### config.mk
export PLATFORM = sky130hd
export DESIGN_NAME = lt24_pixel_arbiter_flat
export DESIGN_NICKNAME = d
export VERILOG_FILES = /design/src/rtl/lt24_pixel_arbiter_if.sv /design/src/rtl/lt24_pixel_arbiter.sv /design/src/flat_wrapper.sv
export SDC_FILE = /design/constraint.sdc
export NUM_CORES = 1
export LEC_CHECK = 0
export CORE_MARGIN = 1
export CORE_UTILIZATION = 36
export CTS_CLUSTER_SIZE = 28
export DETAILED_ROUTE_END_ITERATION = 8
export PLACE_DENSITY = 0.84
export SLEW_MARGIN = 20
export SYNTH_ARGS = -nofsm -noshare
export SYNTH_HDL_FRONTEND = slang
export SYNTH_SLANG_ARGS = --single-unit
### constraint.sdc
create_clock -name clock -period 1.7 [get_ports clock]
set_input_delay 0.425 -clock clock [delete_from_list [all_inputs] [get_ports clock]]
set_output_delay 0.425 -clock clock [all_outputs]
set_load 0.02 [all_outputs]
### src/rtl/lt24_pixel_arbiter_if.sv
// Pixel-write bus between two requesters, the arbiter and the LT24 driver.
// slave  : arbiter view (takes requests, drives the driver side)
// master : environment view (requesters + driver model)
interface lt24_pixel_arbiter_if #(
    parameter int X_WIDTH    = 8,
    parameter int Y_WIDTH    = 9,
    parameter int DATA_WIDTH = 16
);
    logic                  req0Write;
    logic [X_WIDTH-1:0]    req0X;
    logic [Y_WIDTH-1:0]    req0Y;
    logic [DATA_WIDTH-1:0] req0Data;
    logic                  req0Ack;
    logic                  req1Write;
    logic [X_WIDTH-1:0]    req1X;
    logic [Y_WIDTH-1:0]    req1Y;
    logic [DATA_WIDTH-1:0] req1Data;
    logic                  req1Ack;
    logic [1:0]            grant;
    logic                  pixelWrite;
    logic [X_WIDTH-1:0]    xAddr;
    logic [Y_WIDTH-1:0]    yAddr;
    logic [DATA_WIDTH-1:0] pixelData;
    logic                  pixelReady;

    modport slave (
        input  req0Write, req0X, req0Y, req0Data,
        input  req1Write, req1X, req1Y, req1Data,
        input  pixelReady,
        output req0Ack, req1Ack, grant, pixelWrite, xAddr, yAddr, pixelData
    );

    modport master (
        output req0Write, req0X, req0Y, req0Data,
        output req1Write, req1X, req1Y, req1Data,
        output pixelReady,
        input  req0Ack, req1Ack, grant, pixelWrite, xAddr, yAddr, pixelData
    );
endinterface

### src/rtl/lt24_pixel_arbiter.sv
// Two-requester arbiter in front of the LT24 pixel-write port.
// Round-robin with bounded burst ownership; payload registered toward the driver.
// Build option: ARB_FIXED_PRIORITY_EN -- requester 0 always wins in IDLE
// (no burst limit, requester 1 may starve).
//
// state | meaning
// IDLE  | no pixel outstanding; pick an owner and capture its payload
// XFER  | pixelWrite held with stable payload until the driver takes it
module lt24_pixel_arbiter #(
    parameter int X_WIDTH    = 8,
    parameter int Y_WIDTH    = 9,
    parameter int DATA_WIDTH = 16,
    parameter int MAX_BURST  = 16
) (
    input  logic                 clock,
    input  logic                 reset,
    lt24_pixel_arbiter_if.slave  bus
);
    typedef enum logic {IDLE = 1'b0, XFER = 1'b1} state_t;

    state_t                state;
    state_t                state_nxt;
    logic                  capture;
    logic                  accept;
    logic                  owner_nxt;
    logic                  pixel_write_q;
    logic [1:0]            grant_q;
    logic [X_WIDTH-1:0]    x_q;
    logic [Y_WIDTH-1:0]    y_q;
    logic [DATA_WIDTH-1:0] data_q;
    logic [1:0]            req;

    assign req = {bus.req1Write, bus.req0Write};

`ifdef ARB_FIXED_PRIORITY_EN
    // Requester 0 wins whenever it asks.
    always_comb owner_nxt = ~req[0];
`else
    localparam int              BW        = $clog2(MAX_BURST + 1);
    localparam logic [BW-1:0]   BURST_MAX = BW'(MAX_BURST);

    logic          last_owner;
    logic [BW-1:0] burst_count;
    logic          burst_open;

    // A burst is only "open" once the last owner has actually written a pixel,
    // so the reset value lastOwner=1 with an empty count hands the first tie to 0.
    assign burst_open = (burst_count != '0) && (burst_count < BURST_MAX);

    // Owner choice: lone requester wins; on contention keep an open burst, else rotate.
    always_comb begin
        owner_nxt = ~last_owner;
        if (req[0] ^ req[1])
            owner_nxt = req[1];
        else if (burst_open)
            owner_nxt = last_owner;
    end

    // Burst length and last owner tracking.
    always_ff @(posedge clock) begin
        if (reset) begin
            burst_count <= '0;
            last_owner  <= 1'b1;
        end else if (accept) begin
            last_owner <= grant_q[1];
            if (burst_count != BURST_MAX)
                burst_count <= burst_count + 1'b1;
        end else if (state == IDLE &&
                     (!req[last_owner] || (capture && owner_nxt != last_owner))) begin
            burst_count <= '0;
        end
    end
`endif

    // State register.
    always_ff @(posedge clock) begin
        if (reset)
            state <= IDLE;
        else
            state <= state_nxt;
    end

    // Next state and capture/accept strobes.
    always_comb begin
        state_nxt = state;
        capture   = 1'b0;
        accept    = 1'b0;
        case (state)
            IDLE: begin
                if (|req) begin
                    capture   = 1'b1;
                    state_nxt = XFER;
                end
            end
            XFER: begin
                if (bus.pixelReady) begin
                    accept    = 1'b1;
                    state_nxt = IDLE;
                end
            end
            default: state_nxt = IDLE;
        endcase
    end

    // Registered strobe, grant and payload toward the driver.
    always_ff @(posedge clock) begin
        if (reset) begin
            pixel_write_q <= 1'b0;
            grant_q       <= 2'b00;
            x_q           <= '0;
            y_q           <= '0;
            data_q        <= '0;
        end else if (capture) begin
            pixel_write_q <= 1'b1;
            grant_q       <= owner_nxt ? 2'b10 : 2'b01;
            x_q           <= owner_nxt ? bus.req1X    : bus.req0X;
            y_q           <= owner_nxt ? bus.req1Y    : bus.req0Y;
            data_q        <= owner_nxt ? bus.req1Data : bus.req0Data;
        end else if (accept) begin
            pixel_write_q <= 1'b0;
            grant_q       <= 2'b00;
        end
    end

    assign bus.pixelWrite = pixel_write_q;
    assign bus.grant      = grant_q;
    assign bus.xAddr      = x_q;
    assign bus.yAddr      = y_q;
    assign bus.pixelData  = data_q;

    // Acks are masked during reset so an abandoned transfer never reports completion.
    assign bus.req0Ack = pixel_write_q & bus.pixelReady & grant_q[0] & ~reset;
    assign bus.req1Ack = pixel_write_q & bus.pixelReady & grant_q[1] & ~reset;
endmodule

### src/flat_wrapper.sv
// flat-port wrapper written by rule: the top's interface ports become plain ports
module lt24_pixel_arbiter_flat 
#(
    parameter int X_WIDTH    = 8,
    parameter int Y_WIDTH    = 9,
    parameter int DATA_WIDTH = 16,
    parameter int MAX_BURST  = 16
)
  (clock, reset, bus_req0Write, bus_req0X, bus_req0Y, bus_req0Data, bus_req1Write, bus_req1X, bus_req1Y, bus_req1Data, bus_pixelReady, bus_req0Ack, bus_req1Ack, bus_grant, bus_pixelWrite, bus_xAddr, bus_yAddr, bus_pixelData);
  lt24_pixel_arbiter_if #(.X_WIDTH(X_WIDTH), .Y_WIDTH(Y_WIDTH), .DATA_WIDTH(DATA_WIDTH)) bus_i ();
  input  logic clock;
  input  logic reset;
  input wire logic [$bits(bus_i.req0Write)-1:0] bus_req0Write;
  input wire logic [$bits(bus_i.req0X)-1:0] bus_req0X;
  input wire logic [$bits(bus_i.req0Y)-1:0] bus_req0Y;
  input wire logic [$bits(bus_i.req0Data)-1:0] bus_req0Data;
  input wire logic [$bits(bus_i.req1Write)-1:0] bus_req1Write;
  input wire logic [$bits(bus_i.req1X)-1:0] bus_req1X;
  input wire logic [$bits(bus_i.req1Y)-1:0] bus_req1Y;
  input wire logic [$bits(bus_i.req1Data)-1:0] bus_req1Data;
  input wire logic [$bits(bus_i.pixelReady)-1:0] bus_pixelReady;
  output wire logic [$bits(bus_i.req0Ack)-1:0] bus_req0Ack;
  output wire logic [$bits(bus_i.req1Ack)-1:0] bus_req1Ack;
  output wire logic [$bits(bus_i.grant)-1:0] bus_grant;
  output wire logic [$bits(bus_i.pixelWrite)-1:0] bus_pixelWrite;
  output wire logic [$bits(bus_i.xAddr)-1:0] bus_xAddr;
  output wire logic [$bits(bus_i.yAddr)-1:0] bus_yAddr;
  output wire logic [$bits(bus_i.pixelData)-1:0] bus_pixelData;
  assign bus_i.req0Write = bus_req0Write;
  assign bus_i.req0X = bus_req0X;
  assign bus_i.req0Y = bus_req0Y;
  assign bus_i.req0Data = bus_req0Data;
  assign bus_i.req1Write = bus_req1Write;
  assign bus_i.req1X = bus_req1X;
  assign bus_i.req1Y = bus_req1Y;
  assign bus_i.req1Data = bus_req1Data;
  assign bus_i.pixelReady = bus_pixelReady;
  assign bus_req0Ack = bus_i.req0Ack;
  assign bus_req1Ack = bus_i.req1Ack;
  assign bus_grant = bus_i.grant;
  assign bus_pixelWrite = bus_i.pixelWrite;
  assign bus_xAddr = bus_i.xAddr;
  assign bus_yAddr = bus_i.yAddr;
  assign bus_pixelData = bus_i.pixelData;
  lt24_pixel_arbiter #(.X_WIDTH(X_WIDTH), .Y_WIDTH(Y_WIDTH), .DATA_WIDTH(DATA_WIDTH), .MAX_BURST(MAX_BURST)) u_core (.clock(clock), .reset(reset), .bus(bus_i));
endmodule
==> flow_summary.json <==
{
  "fin_tns_setup_ns": -1.835,
  "syn_nets": 338,
  "synth-seq-cells": 43,
  "num-nets-final": 467,
  "irDropWorstVdd_uv": 509.8,
  "met2_usage_pct": 41.88,
  "p_switching_mw": 1.059,
  "worst_setup_path_start_kind": "flop",
  "yosysUniqueCellTypes": 41,
  "cts_sinks": 43,
  "drc": 0,
  "grt_max_degree": 22,
  "multi_input_area_um2": 1592,
  "worst_hold_slack_ns": 0.4885,
  "total_leakage_power_nw": 1.860,
  "drive_gt1_share_pct": 32.74,
  "worstPathRequired_ns": 1.93,
  "num-fill-cells": 374,
  "grt_setup_unrepaired": "true",
  "busiest_layer": "met2",
  "final_cell_mix": "75 x clkdlybuf4s50_1, 41 x dfxtp_1, 33 x o21ai_0, 25 x o21ai_2, 24 x buf_4",
  "critPathMaxFanout": 6,
  "gpl.final_weighted_congestion": 0.7990,
  "io_pins": 109,
  "antenna_cells": 0,
  "track_usage_pct": 24.39,
  "synth_warnings": 0,
  "start_util_pct": 38.37,
  "p_per_area_nw_per_um2": 786.6,
  "place_hpwl_mm": 5.065,
  "min_period_ns": 1.800,
  "row_count": 27,
  "cts_tree": "done",
  "fin_crit_sh_pct": 105.9,
  "arrival_ns": 2.03,
  "syn_area_um2": 2165,
  "clockPowerShare_pct": 28.1,
  "final_common_cell": "clkdlybuf4s50_1",
  "viasPerCell": 5.850,
  "final_cells": 466,
  "worstSetupStartpoint": "u_core.burst_count[1]",
  "syn2layout_area_growth_pct": 99.42,
  "clk_latency_ns": 0.30,
  "seqCellArea_um2": 863.3,
  "wl_per_cell_um": 18.96,
  "seqPwrFrac_pct": 34.4,
  "min_path_cells": 2,
  "vias": 2726,
  "hold_violations": 0,
  "core-area_um2": 5642,
  "die_x_um": 79.54,
  "hp-start": "u_core.bus.grant[0]",
  "setup_slack_ns": -0.09981,
  "hold_end": "u_core.bus.grant[0]",
  "violations": "negative setup slack",
  "worst_slew_pin_slew_ns": 0.4211,
  "syn_inst": 264,
  "die_y_um": 79.54,
  "drv_cap": 0,
  "totalWireLength_mm": 8.835,
  "numCtsBuffers": 5,
  "relSlewSlack_pct": 71.69,
  "htree_levels": 2,
  "use_met3_pct": 6.514,
  "r2r_slack_ns": -0.1,
  "setup_viol": 34,
  "antenna_found_initial": 0,
  "rr_worst_depth": 10,
  "combPwrFrac_pct": 37.6,
  "ant_nets": 0,
  "critPathKind": "flop to flop",
  "drv_slew": 0,
  "drt_iter0_drc": 164,
  "syn_avg_cell_area_um2": 8.199,
  "status": "finished, violations left",
  "grt_first_pass_wirelength_mm": 12.02,
  "p_sw_share_pct": 31.19,
  "grt_overflow": 0,
  "clk_pin_slew_worst_paths_ns": 0.09,
  "cts_hold_buf": 0,
  "r2r_end": "u_core.bus.xAddr[3]",
  "dr.pass1.iters": 4,
  "ctsRootBufferMaster": "clkbuf_8",
  "fmax_mhz": 555.6,
  "worstSetupEndpointType": "flop",
  "met1_usage_pct": 28.30,
  "die_area_um2": 6327,
  "clockBufferDepth": 2,
  "placed_cells": 445,
  "reg2reg_from": "u_core.burst_count[1]",
  "io_buffers": 108,
  "skew_ns": 0.004497,
  "p_int_mw": 2.336,
  "yosysSeqAreaShare_pct": 39.77,
  "hold_path.class": "flop to flop",
  "grt_pass1_vias": 2597
}
## worst max path at each step
stage / endpoint / slack [ns] / depth (start not counted)
2_1_floorplan: u_core.burst_count[2] / 0.05 / 6
5_1_grt: u_core.bus.pixelData[7] / -0.17 / 10
3_3_place_gp: u_core.bus.xAddr[4] / -0.50 / 8
6_report: u_core.bus.xAddr[3] / -0.1 / 10
3_5_place_dp: u_core.bus.pixelData[15] / -0.59 / 8
4_1_cts: u_core.bus.xAddr[0] / -0.11 / 9
## flip-flops by register name, indices dropped and copies added, names as in the netlist
name / cells
u_core.bus.yAddr: 9
u_core.bus.xAddr: 8
u_core.burst_count: 5
u_core.bus.grant: 2
u_core.bus.pixelData: 16
u_core.state: 1
u_core.bus.pixelWrite: 1
u_core.last_owner: 1
## cells in the mapped netlist
library cell | count | area (µm²)
ha_1 | 3 | 37.54
mux2_4 | 1 | 15.01
nand3_1 | 6 | 30.03
nor3b_4 | 1 | 18.77
or3_1 | 1 | 6.260
nor3_1 | 3 | 15.01
clkbuf_1 | 8 | 30.03
dfxtp_1 | 43 | 860.8
buf_1 | 1 | 3.750
and3b_1 | 1 | 8.760
buf_6 | 6 | 67.56
nor2_1 | 2 | 7.510
and2_1 | 1 | 6.260
a22o_1 | 1 | 8.760
inv_1 | 6 | 22.52
and3_1 | 1 | 6.260
or2_2 | 1 | 6.260
xnor2_1 | 1 | 8.760
buf_2 | 11 | 55.05
o211a_1 | 1 | 10.01
nor4b_1 | 1 | 8.760
nand4_1 | 3 | 18.77
a211oi_1 | 1 | 7.510
nand2_1 | 7 | 26.28
mux2i_4 | 1 | 22.52
o31ai_1 | 1 | 7.510
o21ai_1 | 31 | 155.2
a21oi_1 | 37 | 185.2
nand2b_1 | 1 | 6.260
and3b_2 | 1 | 10.01
nor4bb_1 | 1 | 10.01
nor3b_2 | 1 | 12.51
and4_1 | 2 | 17.52
o21ai_0 | 37 | 185.2
a31oi_1 | 34 | 212.7
o311ai_1 | 1 | 8.760
o21a_1 | 1 | 7.510
nand4bb_1 | 1 | 11.26
mux2_2 | 1 | 11.26
nor2_2 | 1 | 6.260
a211o_1 | 1 | 8.760
## power groups by stage
| stage | clock, mW | combinational, mW | sequential [mW] |
|---|---|---|---|
| final | 0.953 | 1.28 | 1.17 |
| after global placement | 0 | 0.964 | 1.18 |
| after floorplan | 0 | 0.368 | 1.29 |
| after global routing | 1.01 | 1.34 | 1.18 |
| after detailed placement | 0 | 0.981 | 1.18 |
| after CTS | 0.964 | 1.06 | 1.16 |
## logic make-up after synthesis
logic type	synth area share [%]
buf+inv	8.265
simple gates	10.75
xor+xnor	0.4047
fa+ha+maj	1.734
flops	39.77
mux	2.254
compound gates	36.82
## final cells by class
| cell class | instances | share of cell area [%] |
|---|---|---|
| clock buffer | 6 | 1.681 |
| clock inverter | 2 | 1.391 |
| inverter | 6 | 0.5217 |
| multi-input combinational | 189 | 36.87 |
| sequential | 43 | 20.00 |
| tap | 72 | 2.087 |
| timing repair buffer | 148 | 37.45 |
## worst max-delay path, cell delays in order (launching register included)
cell and delay, ns:
dfxtp_2 0.33, inv_2 0.06, ha_4 0.13, nor3b_4 0.17, buf_6 0.14, buf_12 0.10, mux2i_4 0.23, buf_12 0.16
clkbuf_16 0.15, a31oi_1 0.09, a21oi_1 0.16
## routing by layer
layer	wire, µm	vias up
met2	4407	140
met1	3574	1311
li1	-	1257
met5	0	-
met4	227	0
met3	625	18
## per-stage QoR
step	util [%]	total power, mW	cell area (µm²)	setup WS, ns
2_1_floorplan	-	1.656	2182	0.05429
3_3_place_gp	62.14	2.148	3506	-0.5037
3_5_place_dp	62.14	2.165	3506	-0.5918
4_1_cts	67.29	3.188	3796	-0.1066
5_1_grt	76.51	3.524	4317	-0.1681
6_report	76.51	3.395	4317	-0.09981
## repair_timing
action | CTS | global route
gates resized for setup | 43 | 85
endpoints found under the setup margin | 47 | 55
buffers inserted | 5 | 5
gates cloned | 2 | 4
pin swaps | 4 | 64
Note: power is estimated with default switching activity, not from simulation.
